==> src/rtl/fwd_pkg.sv <==
// Shared types for the forwarding/hazard unit:
// operand-mux select codes and the pipe-entry record.
package fwd_pkg;

  localparam int REG_W = 5;

  localparam logic [1:0] SEL_REG   = 2'b00;
  localparam logic [1:0] SEL_EXMEM = 2'b01;
  localparam logic [1:0] SEL_MEMWB = 2'b10;
  localparam logic [1:0] SEL_IMM   = 2'b11;

  typedef struct packed {
    logic             valid;
    logic [REG_W-1:0] rd;
    logic             wen;
    logic             is_load;
  } pipe_ent_t;

endpackage

==> src/rtl/fwd_match.sv <==
// Producer/consumer match for one pipe entry and one source.
// Ports: ent_i entry, src_i source reg, use_i source read, hit_o.
module fwd_match
  import fwd_pkg::*;
#(
  parameter int ZERO_REG = 0
) (
  input  pipe_ent_t        ent_i,
  input  logic [REG_W-1:0] src_i,
  input  logic             use_i,
  output logic             hit_o
);

  localparam logic [REG_W-1:0] ZR = ZERO_REG[REG_W-1:0];

  // The zero register is hard-wired, so it is never a forwarding target.
  assign hit_o = use_i & ent_i.valid & ent_i.wen
               & (ent_i.rd == src_i) & (src_i != ZR);

endmodule

==> src/rtl/fwd_hazard_unit.sv <==
// Operand forwarding select and load-use stall at the ID/EX boundary.
// Ports: ID operand/dest info and flush in; registered A/B selects and stall out.
module fwd_hazard_unit
  import fwd_pkg::*;
#(
  parameter int REG_BITS = REG_W,
  parameter int ZERO_REG = 0
) (
  input  logic                clk,
  input  logic                rst,
  input  logic                id_valid,
  input  logic [REG_BITS-1:0] id_rs,
  input  logic [REG_BITS-1:0] id_rt,
  input  logic                id_use_rs,
  input  logic                id_use_rt,
  input  logic                id_use_imm,
  input  logic [REG_BITS-1:0] id_rd,
  input  logic                id_wen,
  input  logic                id_is_load,
  input  logic                flush,
  output logic                a_s1,
  output logic                a_s0,
  output logic                b_s1,
  output logic                b_s0,
  output logic                stall
);

  pipe_ent_t  ex_q, ex_d, mem_q;
  logic [1:0] a_sel_q, a_sel_d;
  logic [1:0] b_sel_q, b_sel_d;

  logic a_ex, a_mem, b_ex, b_mem;
  logic b_use;
  logic adv;

  // An immediate operand B never reads rt, so it cannot hazard.
  assign b_use = id_use_rt & ~id_use_imm;

  fwd_match #(.ZERO_REG(ZERO_REG)) u_a_ex (
    .ent_i (ex_q),
    .src_i (id_rs),
    .use_i (id_use_rs),
    .hit_o (a_ex)
  );

  fwd_match #(.ZERO_REG(ZERO_REG)) u_a_mem (
    .ent_i (mem_q),
    .src_i (id_rs),
    .use_i (id_use_rs),
    .hit_o (a_mem)
  );

  fwd_match #(.ZERO_REG(ZERO_REG)) u_b_ex (
    .ent_i (ex_q),
    .src_i (id_rt),
    .use_i (b_use),
    .hit_o (b_ex)
  );

  fwd_match #(.ZERO_REG(ZERO_REG)) u_b_mem (
    .ent_i (mem_q),
    .src_i (id_rt),
    .use_i (b_use),
    .hit_o (b_mem)
  );

  // A load in EX has no result yet; hold ID one cycle.
  // Flush discards ID, so it suppresses the stall.
  assign stall = id_valid & ~flush & ex_q.is_load
               & (a_ex | b_ex);

  assign adv = id_valid & ~flush & ~stall;

  always_comb begin
    ex_d    = '0;
    a_sel_d = SEL_REG;
    b_sel_d = SEL_REG;
    if (adv) begin
      ex_d.valid   = 1'b1;
      ex_d.rd      = id_rd;
      ex_d.wen     = id_wen;
      ex_d.is_load = id_is_load;
      // Youngest producer wins.
      if (a_ex)       a_sel_d = SEL_EXMEM;
      else if (a_mem) a_sel_d = SEL_MEMWB;
      if (id_use_imm) b_sel_d = SEL_IMM;
      else if (b_ex)  b_sel_d = SEL_EXMEM;
      else if (b_mem) b_sel_d = SEL_MEMWB;
    end
  end

  always_ff @(posedge clk) begin
    if (rst) begin
      ex_q    <= '0;
      mem_q   <= '0;
      a_sel_q <= SEL_REG;
      b_sel_q <= SEL_REG;
    end else begin
      mem_q   <= ex_q;
      ex_q    <= ex_d;
      a_sel_q <= a_sel_d;
      b_sel_q <= b_sel_d;
    end
  end

  assign {a_s1, a_s0} = a_sel_q;
  assign {b_s1, b_s0} = b_sel_q;

endmodule
==> config.mk <==
export PLATFORM = sky130hd
export DESIGN_NAME = fwd_hazard_unit
export DESIGN_NICKNAME = d
export VERILOG_FILES = /design/src/rtl/fwd_pkg.sv /design/src/rtl/fwd_match.sv /design/src/rtl/fwd_hazard_unit.sv
export SDC_FILE = /design/constraint.sdc
export NUM_CORES = 1
export LEC_CHECK = 0
export CAP_MARGIN = 5
export CORE_ASPECT_RATIO = 0.8
export CORE_MARGIN = 4
export CORE_UTILIZATION = 48
export CTS_CLUSTER_DIAMETER = 50
export DETAILED_ROUTE_END_ITERATION = 10
export MAX_ROUTING_LAYER = met4
export PLACE_DENSITY = 0.82
export SYNTH_ARGS = -nofsm -noshare
export SYNTH_HDL_FRONTEND = slang
export SYNTH_HIERARCHICAL = 1
export SYNTH_SLANG_ARGS = --single-unit
==> constraint.sdc <==
create_clock -name clk -period 2.76 [get_ports clk]
set_input_delay 0.552 -clock clk [delete_from_list [all_inputs] [get_ports clk]]
set_output_delay 0.552 -clock clk [all_outputs]
set_load 0.01 [all_outputs]
== Word level (Yosys, flattened, before mapping) ==
Index checks and enable logic that the tools add are counted.

* Bits in registers: 19
* Bits in latches: 0
* Memory bits (writable): 0
* Memory bits (read-only): 0
* Input port bits: 24
* Output and inout port bits: 5
* Logic and storage cells: 50
* Memories kept: 0

* $add $sub $neg: 0
* Multipliers: 0
* Divide/modulo/power cells: 0
* $lt $le $gt $ge: 0
* Equality and inequality tests: 4
* Shift operators: 0
* Muxes and demuxes: 6
* Bitwise logic cells: 26
* Reduce and logical (&&, ||, !) cells: 4

{| class="wikitable"
|+ Operators by type and width
! kind !! count
|-
| $and A1 B1 Y1 || 21
|-
| $eq A5 B5 Y1 || 4
|-
| $reduce_bool A5 Y1 || 2
|-
| $mux W2 || 4
|-
| $mux W8 || 1
|-
| $not A1 Y1 || 4
|-
| $reduce_or A3 Y1 || 1
|-
| $reduce_or A2 Y1 || 1
|-
| $mux W1 || 1
|-
| $or A1 B1 Y1 || 1
|}

== Depth between registers and ports, before layout ==
* Word-level depth: 12
* Gate-level depth with buffers: 6
* Mapped depth without buffers: 5

== Hierarchy ==
Netlist, hierarchy kept.

{| class="wikitable"
|+ Modules (own cells, without submodules)
! module !! times used !! cells an instance !! area each (um^2) !! sequential area each (um^2)
|-
| fwd_hazard_unit || 1 || 49 || 654.4 || 400.4
|-
| fwd_match || 4 || 10 || 70.1 || 0.0
|}

== Worst setup path before layout ==
Ideal clock, no wire load.

* Path type: in2out
* Start point: input id_use_rt
* End point: output stall
* Arrival: 1467 ps
* Data required time: 2208 ps
* Path slack: 741 ps
* Cell stages on the path: 5
* Path buffers: 0
* Cell sequence: nor2b_1 > nand4_1 > a211oi_1 > o21a_1 > and3b_1

* Cells in the longest elaborated chain, start to end: 7

{| class="wikitable"
|+ Ends and longest elaborated chain
! item !! RTL line !! text
|-
| from (decl) || fwd_hazard_unit.sv:15 || <nowiki>input logic id_use_rt,</nowiki>
|-
| $and A1 B1 Y1 || fwd_hazard_unit.sv:37 || <nowiki>assign b_use = id_use_rt & ~id_use_imm;</nowiki>
|-
| $and A1 B1 Y1 (2 in series) || fwd_match.sv:17 || <nowiki>assign hit_o = use_i & ent_i.valid & ent_i.wen</nowiki>
|-
| $and A1 B1 Y1 (2 in series) || fwd_match.sv:18 || <nowiki>& (ent_i.rd == src_i) & (src_i != ZR);</nowiki>
|-
| net b_ex || fwd_hazard_unit.sv:32 || <nowiki>logic a_ex, a_mem, b_ex, b_mem;</nowiki>
|-
| $or A1 B1 Y1 || fwd_hazard_unit.sv:70 || <nowiki>& (a_ex | b_ex);</nowiki>
|-
| $and A1 B1 Y1 || fwd_hazard_unit.sv:70 ||
|-
| to (decl) || fwd_hazard_unit.sv:25 || <nowiki>output logic stall</nowiki>
|}

The timed path passes the listed nets, and every way through them passes these cells.

== Worst setup path after layout ==
* Start point: input id_rs[3]
* End point: output stall

* Cells in the longest elaborated chain, start to end: 5
* Elaborated cells between the ends (all ways): 6
* Those cells by class: eq/ne (1); bitwise (4); reduce/logical (1)

{| class="wikitable"
|+ Ends and longest elaborated chain
! item !! RTL line !! text
|-
| from (decl) || fwd_hazard_unit.sv:12 || <nowiki>input logic [REG_BITS-1:0] id_rs,</nowiki>
|-
| $eq A5 B5 Y1 || fwd_match.sv:18 ||
|-
| $and A1 B1 Y1 || fwd_match.sv:18 ||
|-
| $and A1 B1 Y1 * || fwd_match.sv:18 ||
|-
| net a_ex || fwd_hazard_unit.sv:32 ||
|-
| $or A1 B1 Y1 * || fwd_hazard_unit.sv:70 ||
|-
| $and A1 B1 Y1 * || fwd_hazard_unit.sv:70 ||
|}

Mark *: on every way through the listed nets, which the timed path passes. The rest lies on a longest branch.

==> out/metrics.yaml <==
antenna_cells: 0
finClkSkew_ns: 0.00314
start_util_pct: 53.1
clock-root-buffer: "clkbuf_4"
cts_inserted_buffers: 3
grt_pass1_wl_mm: 3.66
nFillCells: 114
ff_latch_area_um2: 380
preCtsSetupSlack_ns: -0.359
power_frac_seq_pct: 54.5
design_area_mm2: 0.00133
slew_viol_final: 0
firstDrtPassIters: 4
p_sw_uw: 133
rows: 13
cp-startpoint: "id_rs[3]"
endpoint: "stall"
hp-class: "flop to flop"
syn_nets: 111
synthCells: 87
gr-total-overflow: 0
worst-endpoint-arrival_ns: 2.09
cts_tree: "built"
die_h_um: 46.9
drc: 0
antenna_found_initial: 0
synth_area_per_cell_um2: 10.4
cts_setup_buffers: 0
path_clk_slew_ns: 0.12
endpoint_kind: "primary output"
dp_hpwl_mm: 1.73
drt_iter0_markers: 25
grt_pass1_vias: 762
die_w_um: 56.6
cts_sinks: 19
viasPerCell: 5.18
timing.final.crit_share_pct: 95.7
worst_slew_pin_slew_ns: 0.317
route.vias.total: 766
syn_area_um2: 907
grt_start_max_net_pins: 13
critPathRequiredTime_ns: 2.21
critPathLaunchType: "input pin"
sw_frac_of_total_pct: 25.3
clockPowerShare_pct: 28.4
place_congestion: 0.971
clockBufferDepth: 2
reg2regPathDepth: 6
portBuffers: 28
rsz0062_at_grt: "false"
htreeDepth: 1
setup_violations: 0
setup-tns-final_ns: 0
coreArea_mm2: 0.00171
setup_ws_ns: 0.118
placed_area_mm2: 0.00127
p_int_uw: 392
min_period_ns: 2.64
cp_max_fo: 3
maxSlewHeadroom_pct: 78.6
p_leak_nw: 0.492
hold_viol_final: 0
crit_type: "input pin to primary output"
area_delta_synth_final_pct: 46.9
r2r_slack_ns: 1.27
drt-total-wl_mm: 2.20
max_cap_viol_count: 0
fin_nets: 151
multi_input_area_um2: 548
ant_nets: 0
reg2reg_to: "a_sel_q[1]"
status: "finished, final reports clean"
power_density_mw_per_mm2: 394
layout-drive-gt1-share_pct: 23.0
max_freq_mhz: 379
yosysWarnings: 6
r2r_start: "ex_q[2]"
clk_latency_ns: 0.30
io_pins: 29
p_comb_share_pct: 17.2
max-vdd-ir-drop_mv: 0.434
grt_usage_pct: 19.7
die_area_mm2: 0.00265
routedWlPerCell_um: 14.8
[cell type report]
cell class / instances / share of cell area, %
Clock inverter: 1 / 0.563
Inverter: 1 / 0.282
Multi-Input combinational cell: 65 / 41.1
Clock buffer: 3 / 1.69
Timing Repair Buffer: 37 / 25.7
Tap cell: 22 / 2.07
Sequential cell: 19 / 28.5
[worst min-delay path by stage]
stage	startpoint	endpoint	slack (ns)	depth (start not counted)
after floorplan	ex_q[0]	a_sel_q[0]	0.41	1
after global placement	ex_q[0]	a_sel_q[0]	0.44	1
after detailed placement	ex_q[0]	a_sel_q[0]	0.44	1
after CTS	ex_q[0]	a_sel_q[0]	0.46	1
after global routing	ex_q[0]	a_sel_q[0]	0.47	1
final	ex_q[0]	a_sel_q[0]	0.46	1
[per-stage QoR]
stage	hold slack, ns	cells	utilization, %	power, mW
after floorplan	0.413	87	-	0.324
after global placement	0.443	144	74.1	0.376
after detailed placement	0.441	144	74.1	0.379
after CTS	0.458	148	77.0	0.522
after global routing	0.469	148	78.0	0.544
final	0.463	148	78.0	0.525
[power by group through the flow]
stage / combinational (mW) / sequential [mW] / clock [mW]
2_1_floorplan: 0.0331 / 0.290 / 0
3_3_place_gp: 0.0841 / 0.292 / 0
3_5_place_dp: 0.0868 / 0.292 / 0
4_1_cts: 0.0876 / 0.285 / 0.149
5_1_grt: 0.0977 / 0.287 / 0.160
6_report: 0.0900 / 0.286 / 0.149
[registers in the layout, summed over array words and instances, names as in the netlist]
| register | flops |
|---|---|
| mem_q | 7 |
| ex_q | 8 |
| a_sel_q | 2 |
| b_sel_q | 2 |
[placed cells by master (no fill, tap or decap), types with 2 or more instances in the layout]
cell type and count:
clkdlybuf4s50_1 20, dfxtp_1 19, xnor2_1 16, buf_4 9
nor3b_2 8, and2b_1 7, dlygate4sd2_1 6, nor2_1 5
nand2_1 4, nand4_1 4, nand3_1 4, a211oi_1 3
clkbuf_4 3, a211oi_2 2, o41ai_1 2
[worst max-delay path: stages]
cell,delay [ns]
clkdlybuf4s50_1,0.44
buf_4,0.16
o41ai_4,0.21
a211oi_2,0.13
o21a_1,0.20
and3b_1,0.17
clkdlybuf4s15_1,0.23
[what timing repair did]
| action | 4_1_cts | 5_1_grt |
|---|---|---|
| endpoints found under the setup margin | 1 | 1 |
| gates resized for setup | 12 | 4 |
| hold buffers | 0 | 0 |
| pin swaps | 1 | 4 |
[per-layer routing]
metal | up-vias | wire (um) | track usage (%)
li1 | 385 | - | -
met1 | 346 | 941 | 23.3
met2 | 29 | 1030 | 32.3
met3 | 6 | 180 | 4.95
met4 | 0 | 43 | 9.00
met5 | - | 0 | -
(Power assumes the default switching activity.)
